`src/rtl/alu_cond_stage.sv`:
```
// Condition/writeback stage: evaluates the ARM condition against the NZCV register, updates flags, registers a gated writeback beat.
// Latency: one cycle; single output register with full throughput, in_ready = !out_valid || out_ready.
module alu_cond_stage #(
  parameter int N = 32
) (
  input  logic         clk,
  input  logic         rst_n,
  input  logic         in_valid,
  output logic         in_ready,
  input  logic [N-1:0] alu_result,
  input  logic [3:0]   alu_flags,
  input  logic [3:0]   cond,
  input  logic [1:0]   flag_write,
  input  logic         reg_write,
  output logic         out_valid,
  input  logic         out_ready,
  output logic [N-1:0] out_result,
  output logic         out_write,
  output logic         out_cond_ex,
  output logic [3:0]   flags,
  output logic [15:0]  squash_count,
  input  logic         clr_stats
);

  logic         valid_q, valid_d;
  logic [N-1:0] result_q, result_d;
  logic         write_q, write_d;
  logic         cond_ex_q, cond_ex_d;
  logic [3:0]   flags_q, flags_d;
  logic [15:0]  squash_q, squash_d;

  logic accept;
  logic cond_ex;
  logic fn, fz, fc, fv;

  assign fn = flags_q[3];
  assign fz = flags_q[2];
  assign fc = flags_q[1];
  assign fv = flags_q[0];

  assign in_ready = !valid_q || out_ready;
  assign accept   = in_valid && in_ready;

  // The instruction's own alu_flags never feed its condition; only the architectural register does.
  always_comb begin
    cond_ex = 1'b0;
    case (cond)
      4'h0: cond_ex = fz;
      4'h1: cond_ex = !fz;
      4'h2: cond_ex = fc;
      4'h3: cond_ex = !fc;
      4'h4: cond_ex = fn;
      4'h5: cond_ex = !fn;
      4'h6: cond_ex = fv;
      4'h7: cond_ex = !fv;
      4'h8: cond_ex = fc && !fz;
      4'h9: cond_ex = !fc || fz;
      4'hA: cond_ex = (fn == fv);
      4'hB: cond_ex = (fn != fv);
      4'hC: cond_ex = !fz && (fn == fv);
      4'hD: cond_ex = fz || (fn != fv);
      4'hE: cond_ex = 1'b1;
      default: cond_ex = 1'b0;
    endcase
  end

  always_comb begin
    valid_d   = valid_q;
    result_d  = result_q;
    write_d   = write_q;
    cond_ex_d = cond_ex_q;
    flags_d   = flags_q;
    squash_d  = squash_q;

    if (accept) begin
      valid_d   = 1'b1;
      result_d  = alu_result;
      write_d   = reg_write && cond_ex;
      cond_ex_d = cond_ex;
      if (cond_ex) begin
        if (flag_write[1]) flags_d[3:2] = alu_flags[3:2];
        if (flag_write[0]) flags_d[1:0] = alu_flags[1:0];
      end else if (squash_q != 16'hFFFF) begin
        squash_d = squash_q + 16'd1;
      end
    end else if (out_ready) begin
      valid_d = 1'b0;
    end

    if (clr_stats) squash_d = 16'd0;
  end

  always_ff @(posedge clk or negedge rst_n) begin
    if (!rst_n) begin
      valid_q   <= 1'b0;
      result_q  <= '0;
      write_q   <= 1'b0;
      cond_ex_q <= 1'b0;
      flags_q   <= 4'b0000;
      squash_q  <= 16'd0;
    end else begin
      valid_q   <= valid_d;
      result_q  <= result_d;
      write_q   <= write_d;
      cond_ex_q <= cond_ex_d;
      flags_q   <= flags_d;
      squash_q  <= squash_d;
    end
  end

  assign out_valid    = valid_q;
  assign out_result   = result_q;
  assign out_write    = write_q;
  assign out_cond_ex  = cond_ex_q;
  assign flags        = flags_q;
  assign squash_count = squash_q;

endmodule

```
`config.mk`:
```
export PLATFORM = sky130hd
export DESIGN_NAME = alu_cond_stage
export DESIGN_NICKNAME = d
export VERILOG_FILES = /design/src/rtl/alu_cond_stage.sv
export SDC_FILE = /design/constraint.sdc
export NUM_CORES = 1
export LEC_CHECK = 0
export CAP_MARGIN = 20
export CELL_PAD_IN_SITES_DETAIL_PLACEMENT = 1
export CELL_PAD_IN_SITES_GLOBAL_PLACEMENT = 2
export CORE_ASPECT_RATIO = 1.5
export CORE_MARGIN = 2
export CORE_UTILIZATION = 22
export CTS_BUF_LIST = sky130_fd_sc_hd__clkbuf_4 sky130_fd_sc_hd__clkbuf_8 sky130_fd_sc_hd__clkbuf_16
export DETAILED_ROUTE_END_ITERATION = 10
export PLACE_DENSITY_LB_ADDON = 0.1
export SLEW_MARGIN = 20
export SYNTH_ARGS = -nofsm -noshare
export SYNTH_HDL_FRONTEND = slang
export SYNTH_SLANG_ARGS = --single-unit
```
`constraint.sdc`:
```
create_clock -name clk -period 1.9 [get_ports clk]
set_clock_uncertainty 0.1 [all_clocks]
set_input_delay 0.285 -clock clk [delete_from_list [all_inputs] [get_ports clk]]
set_output_delay 0.285 -clock clk [all_outputs]
set_load 0.03 [all_outputs]
```
==> Flow_metrics.wiki, run 1 <==
{| class="wikitable"
! Metric !! Value
|-
| Final period demand of the worst path || roughly 2.1 ns
|-
| Internal portion of total power || ~2.7 mW
|-
| Failing checks || negative setup slack
|-
| CTS max path bufs || 2
|-
| Maximum number of pins on one net before global-route repair || between 50 and 60
|-
| Share of synthesized area occupied by flip-flops and latches || between 50% and 60%
|-
| EDFF count, synth || 0
|-
| Req. time, crit path || 1.98 ns
|-
| Layout cells sized above 1 || around a quarter
|-
| Sequential Power Share || a little over a third
|-
| Proportion of power drawn by combinational gates || between 30% and 40%
|-
| Vias per std cell || about 4.4
|-
| Boundary pin count || roughly 100
|-
| Ys async rst share || 100%
|-
| CTS clock-pin slew for the worst setup and hold paths || 0.08 ns
|-
| Switching power share of the total || roughly 34%
|-
| Number of distinct library cells after synthesis || 29
|-
| # setup viols final || 22
|-
| Detailed router's first-iteration violation count || between 80 and 90
|-
| CP Cell Sequence || nor3_2 > and4b_1 > a31oi_2 > o2111ai_4 > buf_12 > nor3_4 > mux2_4
|-
| Placed Cells || between 500 and 600
|-
| Cell count after synthesis || around 280
|-
| Synthesis warning total || 0
|-
| Wirelength, routed || roughly 8700 um
|-
| Total overflow reported by the global router || 0
|-
| Most frequent standard cell in the layout excluding fill and tap cells || sky130_fd_sc_hd__nand2_1
|-
| Synthesized cell area || roughly 2500 um2
|-
| Number of buffers inserted during clock tree synthesis || 5
|-
| Outcome || complete, but fails checks
|-
| TritonCTS clock tree || done
|-
| Highest attainable clock frequency || ~470 MHz
|-
| Die outline height || about 140 um
|-
| CP top delay family || simple AND/OR/NAND/NOR gates
|-
| Post-layout instance area || 4470 um2
|-
| Data arrival time of the worst path || about 2.2 ns
|-
| Antenna-violating nets left || 0
|-
| Die width || approximately 90 um
|-
| Post-synthesis to final-layout area growth || 75.6%
|-
| Detailed-route via count || between 2000 and 2500
|-
| Combined buffer and inverter count along the critical path || 1
|-
| Kind of critical path || reg2reg
|-
| Antenna Cells || 0
|-
| Vias in the first global route || between 2000 and 3000
|-
| Cell area after placement || between 4000 and 5000 um2
|-
| Initial cell density of the core || 22.3%
|-
| Count of final max-slew check failures || 0
|-
| Endpoints failing hold || 0
|-
| Final #Nets || approximately 470
|-
| Class of the most critical hold timing path || reg2reg
|-
| Worst Max-Slew Pin Slew || between 0.4 and 0.5 ns
|-
| Sink Count || 55
|-
| CP endpoint kind || register
|-
| Clk Latency, worst-skew pair || around 0.3 ns
|-
| Clock tree root driver cell || sky130_fd_sc_hd__clkbuf_16
|-
| Clock H-tree levels || 2
|-
| Leakage component of the power || a little over 2 nW
|-
| Proportion of power drawn by the clock network || 26.7%
|-
| Pwr Total || around 4.1 mW
|-
| Delay of the slowest critical-path stage || 0.46 ns
|-
| Number of register bits inferred by synthesis || between 50 and 60
|-
| Placeable Area || 11400 um2
|-
| Cell at the slowest stage of the critical path || sky130_fd_sc_hd__dfrtp_2
|-
| Number of filler instances in the final layout || ~1300
|-
| Power density cells || around 920 nW/um2
|-
| Critical Path Source Type || register
|-
| Hpwl dp || 5860 um
|-
| Net switching component of the power || 1.39 mW
|-
| Synthesized area divided by synthesized cell count || between 9 and 10 um2
|-
| Max IR drop VDD || 0.000375 V
|-
| Least setup slack across all paths after layout || -0.245 ns
|-
| Setup repair after global routing missed its margin || true
|-
| Count of buffers from port buffering || between 100 and 150
|-
| Number of detailed-routing iterations run before antenna repair || 3
|-
| # Max-Cap Violations || 0
|-
| Wire length of the first global-routing pass || ~14000 um
|-
| Syn nets || roughly 330
|-
| Tightest slew margin relative to the limit || 72.7%
|-
| Critical path peak fanout || 6
|-
| Mean routed wirelength per cell || approximately 15 um
|-
| Number of rows created at floorplan || 48
|-
| Most used cells in the layout excluding fill and tap cells || sky130_fd_sc_hd__nand2_1, sky130_fd_sc_hd__clkdlybuf4s50_1, sky130_fd_sc_hd__dfrtp_1
|-
| Final std cells w/o fill || roughly 570
|-
| Post-route DRC violation count || 0
|-
| Period utilisation layout || 113%
|-
| Routability-driven placement congestion ratio || 0.716
|-
| Final worst hold slack || approximately 0.38 ns
|-
| Gr usage total || roughly 14%
|-
| Primary FF master, synth || sky130_fd_sc_hd__dfrtp_1
|-
| Overall die area || between 10000 and 15000 um2
|-
| Initial antenna violation count || 0
|}
==> routing by layer <==
layer  track usage (%)  share of wire, %
met1              16.0                41
met3              3.17               4.7
met5                 0                 0
met4              4.98               1.5
met2              26.5                53
==> cells in the mapped netlist (all sizes together), types with 3 or more instances <==
cell,number,area share [%]
dfrtp,55,54
o21ai,8,1.6
nor3,6,1.2
clkbuf,10,1.5
and3,5,1.2
xor2,3,1.0
nand2,107,16
a21oi,9,1.8
nor2,14,2.1
buf,3,0.83
nand2b,6,1.5
nand4,8,2.0
or3,9,2.2
nor2b,10,2.5
mux2,12,5.3
==> cells by family after synthesis <==
kind of cell	share of synthesized area [%]
AOI/OAI and AO/OA	5.40
xor gates and xnor gates	1.38
adders and majority gates	0.491
buffers and inverters	2.31
DFF	54.0
muxes	6.09
and+or+nand+nor	30.3
==> stage by stage <==
stage / worst slack, ns / setup TNS, ns / utilization [%]
2_1_floorplan: -0.167 / -2.68 / -
3_3_place_gp: -0.627 / -12.00 / 35.9
3_5_place_dp: -0.652 / -12.12 / 35.9
4_1_cts: -0.264 / -4.48 / 39.0
5_1_grt: -0.341 / -6.34 / 39.2
6_report: -0.245 / -4.35 / 39.2
==> cell type report <==
class / instances / area (um2) / area share [%]
Sequential cell: 55 / 1390 / 31.1
Timing Repair Buffer: 141 / 1380 / 30.9
Multi-Input combinational cell: 214 / 1340 / 30.0
Tap cell: 150 / 188 / 4.20
Clock buffer: 7 / 140 / 3.13
Clock inverter: 1 / 30.0 / 0.671
==> path summary, 6_finish.rpt <==
kind | cells past startpoint | slack [ns] | end | startpoint
min in group asynchronous | 3 | 0.40 | out_result[29] | rst_n
worst min register to register | 2 | 0.38 | out_result[16] | out_result[16]
worst max-delay path | 7 | -0.24 | squash_count[4] | flags[0]
worst max register to register | 7 | -0.24 | squash_count[4] | flags[0]
max in group asynchronous | 3 | 1.00 | flags[2] | rst_n
worst min-delay path | 2 | 0.38 | out_result[16] | out_result[16]
==> power groups by stage <==
stage / combinational (mW) / sequential (mW) / clock (mW)
after floorplan: 0.414 / 1.77 / 0
after global routing: 1.66 / 1.48 / 1.17
after global placement: 1.36 / 1.48 / 0
final: 1.56 / 1.46 / 1.10
after detailed placement: 1.37 / 1.48 / 0
after CTS: 1.64 / 1.46 / 1.14
==> timing repair <==
item                                    in CTS  in global routing
endpoints found under the hold margin       55                  0
cloned                                       2                  0
hold buffers                                 1                  0
setup buffers                                2                  2
pin swaps                                    6                  2
resized for setup                           27                 16
endpoints found under the setup margin      24                 25
==> sequential cells by signal, summed over array words and instances, names as in the netlist <==
| name | count |
|---|---|
| out_result | 32 |
| flags | 4 |
| out_cond_ex | 1 |
| out_valid | 1 |
| squash_count | 16 |
| out_write | 1 |
==> worst reg2reg max path: stages (launching register included) <==
cell and delay [ns]:
sky130_fd_sc_hd__dfrtp_2 0.46, sky130_fd_sc_hd__nor3_2 0.14, sky130_fd_sc_hd__and4b_1 0.23, sky130_fd_sc_hd__a31oi_2 0.20, sky130_fd_sc_hd__o2111ai_4 0.23, sky130_fd_sc_hd__buf_12 0.23, sky130_fd_sc_hd__nor3_4 0.12, sky130_fd_sc_hd__mux2_4 0.32
No activity file was read; power rests on OpenSTA's default activity.
==> run 2: changes to the inputs <==
Settings changed: SKIP_CTS_REPAIR_TIMING set to 1.
==> Flow_metrics.wiki, run 2 (synthesis results as in run 1) <==
{| class="wikitable"
! Metric !! Value
|-
| Combined buffer and inverter count along the critical path || 1
|-
| Post-synthesis to final-layout area growth || 72.7%
|-
| Count of buffers from port buffering || 103
|-
| CTS max path bufs || 2
|-
| Power density cells || about 900 nW/um2
|-
| Antenna-violating nets left || 0
|-
| Period utilisation layout || 116%
|-
| Switching power share of the total || around a third
|-
| Die width || 91.9 um
|-
| Hold Path Stages || 2
|-
| Number of rows created at floorplan || between 40 and 50
|-
| Critical path peak fanout || 12
|-
| Final worst hold slack || around 0.38 ns
|-
| Initial antenna violation count || 0
|-
| Data arrival time of the worst path || 2.29 ns
|-
| TritonCTS clock tree || done
|-
| Instance count on the critical path || 7
|-
| Kind of critical path || reg2reg
|-
| Post-route DRC violation count || 0
|-
| Failing checks || negative setup slack
|-
| Count of final max-slew check failures || 0
|-
| Boundary pin count || ~100
|-
| CP endpoint kind || register
|-
| Initial cell density of the core || roughly 22%
|-
| Vias per std cell || 4.35
|-
| Final #Nets || approximately 470
|-
| Setup repair after global routing missed its margin || true
|-
| Max IR drop VDD || 0.000373 V
|-
| Vias in the first global route || 2641
|-
| Mean routed wirelength per cell || roughly 15 um
|-
| Critical Path Source Type || register
|-
| Most used cells in the layout excluding fill and tap cells || sky130_fd_sc_hd__nand2_1, sky130_fd_sc_hd__clkdlybuf4s50_1, sky130_fd_sc_hd__dfrtp_1
|-
| CTS clock-pin slew for the worst setup and hold paths || 0.07 ns
|-
| Placed Cells || 555
|-
| Final std cells w/o fill || roughly 570
|-
| Accumulated negative setup slack || -4.45 ns
|-
| Hpwl dp || 5860 um
|-
| Outcome || complete, but fails checks
|-
| Clock tree root driver cell || sky130_fd_sc_hd__clkbuf_16
|-
| Worst Max-Slew Pin Slew || slightly above 0.4 ns
|-
| Clk Latency, worst-skew pair || ~0.3 ns
|-
| Detailed router's first-iteration violation count || ~90
|-
| CP top delay family || simple AND/OR/NAND/NOR gates
|-
| Cells on worst reg2reg path || 7
|-
| Delay of the slowest critical-path stage || 0.46 ns
|-
| Clock H-tree levels || 2
|-
| Number of filler instances in the final layout || approximately 1300
|-
| Overall die area || about 12000 um2
|-
| Least setup slack across all paths after layout || -0.311 ns
|-
| Endpoints failing hold || 0
|-
| Internal portion of total power || between 2 and 3 mW
|-
| Antenna Cells || 0
|-
| Class of the most critical hold timing path || reg2reg
|-
| Number of buffers inserted during clock tree synthesis || 5
|-
| Sink Count || 55
|-
| Maximum number of pins on one net before global-route repair || 56
|-
| Total overflow reported by the global router || 0
|-
| Gr usage total || between 10 and 15%
|-
| Cell at the slowest stage of the critical path || sky130_fd_sc_hd__dfrtp_2
|-
| Net switching component of the power || roughly 1.3 mW
|-
| Wire length of the first global-routing pass || 13300 um
|-
| Req. time, crit path || a little under 2 ns
|-
| CP Cell Sequence || nor3_2 > and4b_1 > a31oi_2 > o2111ai_4 > buf_12 > nor3_2 > mux2_2
|-
| Placeable Area || about 11000 um2
|-
| Highest attainable clock frequency || ~450 MHz
|-
| Sequential Power Share || 36.0%
|-
| # Max-Cap Violations || 0
|-
| Wirelength, routed || between 8000 and 9000 um
|-
| Number of flip-flops under the largest register name || 32
|-
| Final period demand of the worst path || about 2.2 ns
|-
| Die outline height || roughly 140 um
|-
| Crit-path most repeated cell || sky130_fd_sc_hd__nor3_2
|-
| # setup viols final || 22
|-
| Proportion of power drawn by the clock network || between 20% and 30%
|-
| Leakage component of the power || approximately 2.0 nW
|-
| Routability-driven placement congestion ratio || ~0.72
|-
| Layout cells sized above 1 || ~23%
|-
| Most frequent standard cell in the layout excluding fill and tap cells || sky130_fd_sc_hd__nand2_1
|-
| Number of detailed-routing iterations run before antenna repair || 4
|-
| Proportion of power drawn by combinational gates || between 30% and 40%
|-
| Detailed-route via count || roughly 2500
|-
| Tightest slew margin relative to the limit || just over 70%
|}
run 2: cell types whose count changed in the layout (fill, tap and decap cells not counted), sizes merged:
cell / change
buf: -1
dlygate4sd2: -6
dlymetal6s2s: +6
run 2: worst paths after layout:
kind | start | end | slack, ns
worst max-delay path | flags[0] | squash_count[8] | -0.31
worst min-delay path | out_result[16] | out_result[16] | 0.38
worst max register to register | flags[0] | squash_count[8] | -0.31
worst min register to register | out_result[16] | out_result[16] | 0.38
max in group asynchronous | rst_n | flags[2] | 1.00
min in group asynchronous | rst_n | out_result[29] | 0.40
run 2: final cells by class:
| class | count | area [um2] | area share [%] |
|---|---|---|---|
| multi-input cells | 214 | 1260 | 28.6 |
| flip-flops and latches | 55 | 1390 | 31.6 |
| repair buffers | 140 | 1390 | 31.6 |
| well taps | 150 | 188 | 4.27 |
| clock buffers | 7 | 140 | 3.19 |
| clock inverters | 1 | 30.0 | 0.683 |
run 2: per-stage QoR:
step / cell area (um2) / setup WS, ns / utilization, % / power (mW)
3_5_place_dp: 4100 / -0.652 / 35.9 / 2.85
6_report: 4400 / -0.311 / 38.6 / 4.06
5_1_grt: 4400 / -0.438 / 38.6 / 4.27
2_1_floorplan: 2680 / -0.167 / - / 2.19
4_1_cts: 4270 / -0.368 / 37.4 / 3.97
3_3_place_gp: 4100 / -0.627 / 35.9 / 2.83
run 2: tightest hold or removal path, stage by stage (launching register included):
cell and delay, ns:
sky130_fd_sc_hd__dfrtp_1 0.35, sky130_fd_sc_hd__nand2_1 0.05, sky130_fd_sc_hd__nand2_1 0.05
run 2: metal layers:
metal / track usage, % / share of wire, % / wire (um) / up-vias
li1: - / - / - / 1191
met1: 15.3 / 40 / 3450 / 1211
met2: 24.8 / 53 / 4530 / 61
met3: 3.17 / 4.8 / 408 / 6
met4: 4.73 / 1.4 / 122 / 0
met5: 0 / 0 / 0 / -
run 2: power by group through the flow:
stage          registers (mW)  logic, mW  clock network [mW]
3_3_place_gp             1.48       1.36                   0
2_1_floorplan            1.77      0.414                   0
3_5_place_dp             1.48       1.37                   0
5_1_grt                  1.48       1.62                1.17
4_1_cts                  1.46       1.37                1.14
6_report                 1.46       1.51                1.08
==> run 3: changes to the inputs <==
Settings changed: PLACE_DENSITY_LB_ADDON 0.1 to 0.15.
==> Flow_metrics.wiki, run 3 (synthesis results as in run 1) <==
{| class="wikitable"
! Metric !! Value
|-
| Critical Path Source Type || register
|-
| Met1 usage || approximately 16%
|-
| Outcome || complete, but fails checks
|-
| Clock H-tree levels || 2
|-
| Clk Latency, worst-skew pair || approximately 0.29 ns
|-
| CP endpoint kind || register
|-
| Failing checks || negative setup slack
|-
| Overall die area || approximately 12000 um2
|-
| Vias in the first global route || around 2800
|-
| Wire length of the first global-routing pass || between 10000 and 15000 um
|-
| Setup repair after global routing missed its margin || true
|-
| Antenna Cells || 0
|-
| Maximum number of pins on one net before global-route repair || 35
|-
| CTS max path bufs || 2
|-
| Final #Nets || 470
|-
| # setup viols final || 22
|-
| Gr usage total || between 10% and 20%
|-
| Data arrival time of the worst path || between 2 and 2.5 ns
|-
| Met3 Track Usage GR || between 4 and 5%
|-
| Highest attainable clock frequency || 457 MHz
|-
| Least setup slack across all paths after layout || -0.286 ns
|-
| Most used cells in the layout excluding fill and tap cells || sky130_fd_sc_hd__nand2_1, sky130_fd_sc_hd__clkdlybuf4s50_1, sky130_fd_sc_hd__dfrtp_1
|-
| Clock tree root driver cell || sky130_fd_sc_hd__clkbuf_16
|-
| Count of buffers from port buffering || about 100
|-
| Number of filler instances in the final layout || about 1300
|-
| Mean routed wirelength per cell || about 15 um
|-
| Pwr Total || around 4 mW
|-
| Kind of critical path || reg2reg
|-
| Number of flip-flops under the largest register name || 32
|-
| Class of the most critical hold timing path || in2async
|-
| # Max-Cap Violations || 0
|-
| Endpoints failing hold || 0
|-
| Critical path peak fanout || 6
|-
| Accumulated negative setup slack || -4.73 ns
|-
| Placeable Area || around 11000 um2
|-
| Post-synthesis to final-layout area growth || 78.9%
|-
| Die outline height || around 140 um
|-
| Tightest slew margin relative to the limit || about 74%
|-
| Initial antenna violation count || 0
|-
| Number of detailed-routing iterations run before antenna repair || 4
|-
| Detailed-route via count || about 2500
|-
| Most congested layer reported by global routing || met2
|-
| Period utilisation layout || 115%
|-
| Max IR drop VDD || between 0.0003 and 0.0004 V
|-
| Power density cells || ~890 nW/um2
|-
| Req. time, crit path || around 2.0 ns
|-
| TritonCTS clock tree || done
|-
| Sink Count || 55
|-
| Worst Max-Slew Pin Slew || 0.389 ns
|-
| Most frequent standard cell in the layout excluding fill and tap cells || sky130_fd_sc_hd__nand2_1
|-
| Final period demand of the worst path || about 2.2 ns
|-
| Number of buffers inserted during clock tree synthesis || 5
|-
| Area occupied by registers || between 1000 and 1500 um2
|-
| Vias per std cell || ~4.4
|-
| Worst reg-to-reg setup slack || -0.29 ns
|-
| CTS clock-pin slew for the worst setup and hold paths || 0.07 ns
|-
| Number of rows created at floorplan || 48
|-
| Layout cells sized above 1 || about 26%
|-
| Hpwl dp || slightly above 6000 um
|-
| Leakage component of the power || roughly 2.1 nW
|-
| Count of final max-slew check failures || 0
|-
| Boundary pin count || roughly 100
|-
| Total overflow reported by the global router || 0
|-
| Wirelength, routed || ~8700 um
|-
| Die width || 91.9 um
|-
| Detailed router's first-iteration violation count || 70
|-
| Routability-driven placement congestion ratio || between 0.7 and 0.8
|-
| Final core area utilization || between 30 and 40%
|-
| Area of combinational cells with multiple inputs || roughly 1300 um2
|-
| Met2 track demand over resource in global routing || roughly a quarter
|-
| Initial cell density of the core || between 20% and 30%
|-
| Post-route DRC violation count || 0
|-
| Antenna-violating nets left || 0
|}
## run 3: per-stage QoR
stage	instances	instance area (um2)	hold WS, ns	setup slack, ns
2_1_floorplan	282	2680	-0.111	-0.167
3_3_place_gp	561	4180	0.121	-0.579
3_5_place_dp	561	4180	0.119	-0.631
4_1_cts	569	4340	-0.204	-0.329
5_1_grt	572	4560	0.349	-0.402
6_report	572	4560	0.327	-0.286
## run 3: final timing paths
check	start	to	cells past startpoint
worst max-delay path	flags[3]	squash_count[0]	7
worst min-delay path	rst_n	out_result[14]	2
worst max register to register	flags[3]	squash_count[0]	7
worst min register to register	out_result[2]	out_result[2]	2
max in group asynchronous	rst_n	out_result[0]	4
min in group clk	out_result[2]	out_result[2]	2
## run 3: power breakdown
group	total [mW]	switching (mW)	internal [mW]
Combinational	1.57	0.806	0.766
Clock	1.00	0.426	0.578
Sequential	1.46	0.131	1.33
## run 3: critical path, cell delays in order (launching register included)
cell                        delay (ns)
sky130_fd_sc_hd__dfrtp_2          0.44
sky130_fd_sc_hd__xor2_2           0.24
sky130_fd_sc_hd__mux2i_1          0.12
sky130_fd_sc_hd__a31oi_2          0.23
sky130_fd_sc_hd__o2111ai_4        0.23
sky130_fd_sc_hd__buf_12           0.22
sky130_fd_sc_hd__nor2b_2          0.14
sky130_fd_sc_hd__mux2_2           0.34
## run 3: per-layer routing
metal	up-vias	part of all wire, %
met3	7	5.5
li1	1203	-
met2	66	53
met5	-	0
met4	0	1.4
met1	1251	40
## run 3: final cells by class
class,count,area share [%]
Multi-Input combinational cell,214,29.6
Clock buffer,8,3.51
Sequential cell,55,30.5
Tap cell,150,4.12
Timing Repair Buffer,145,32.3
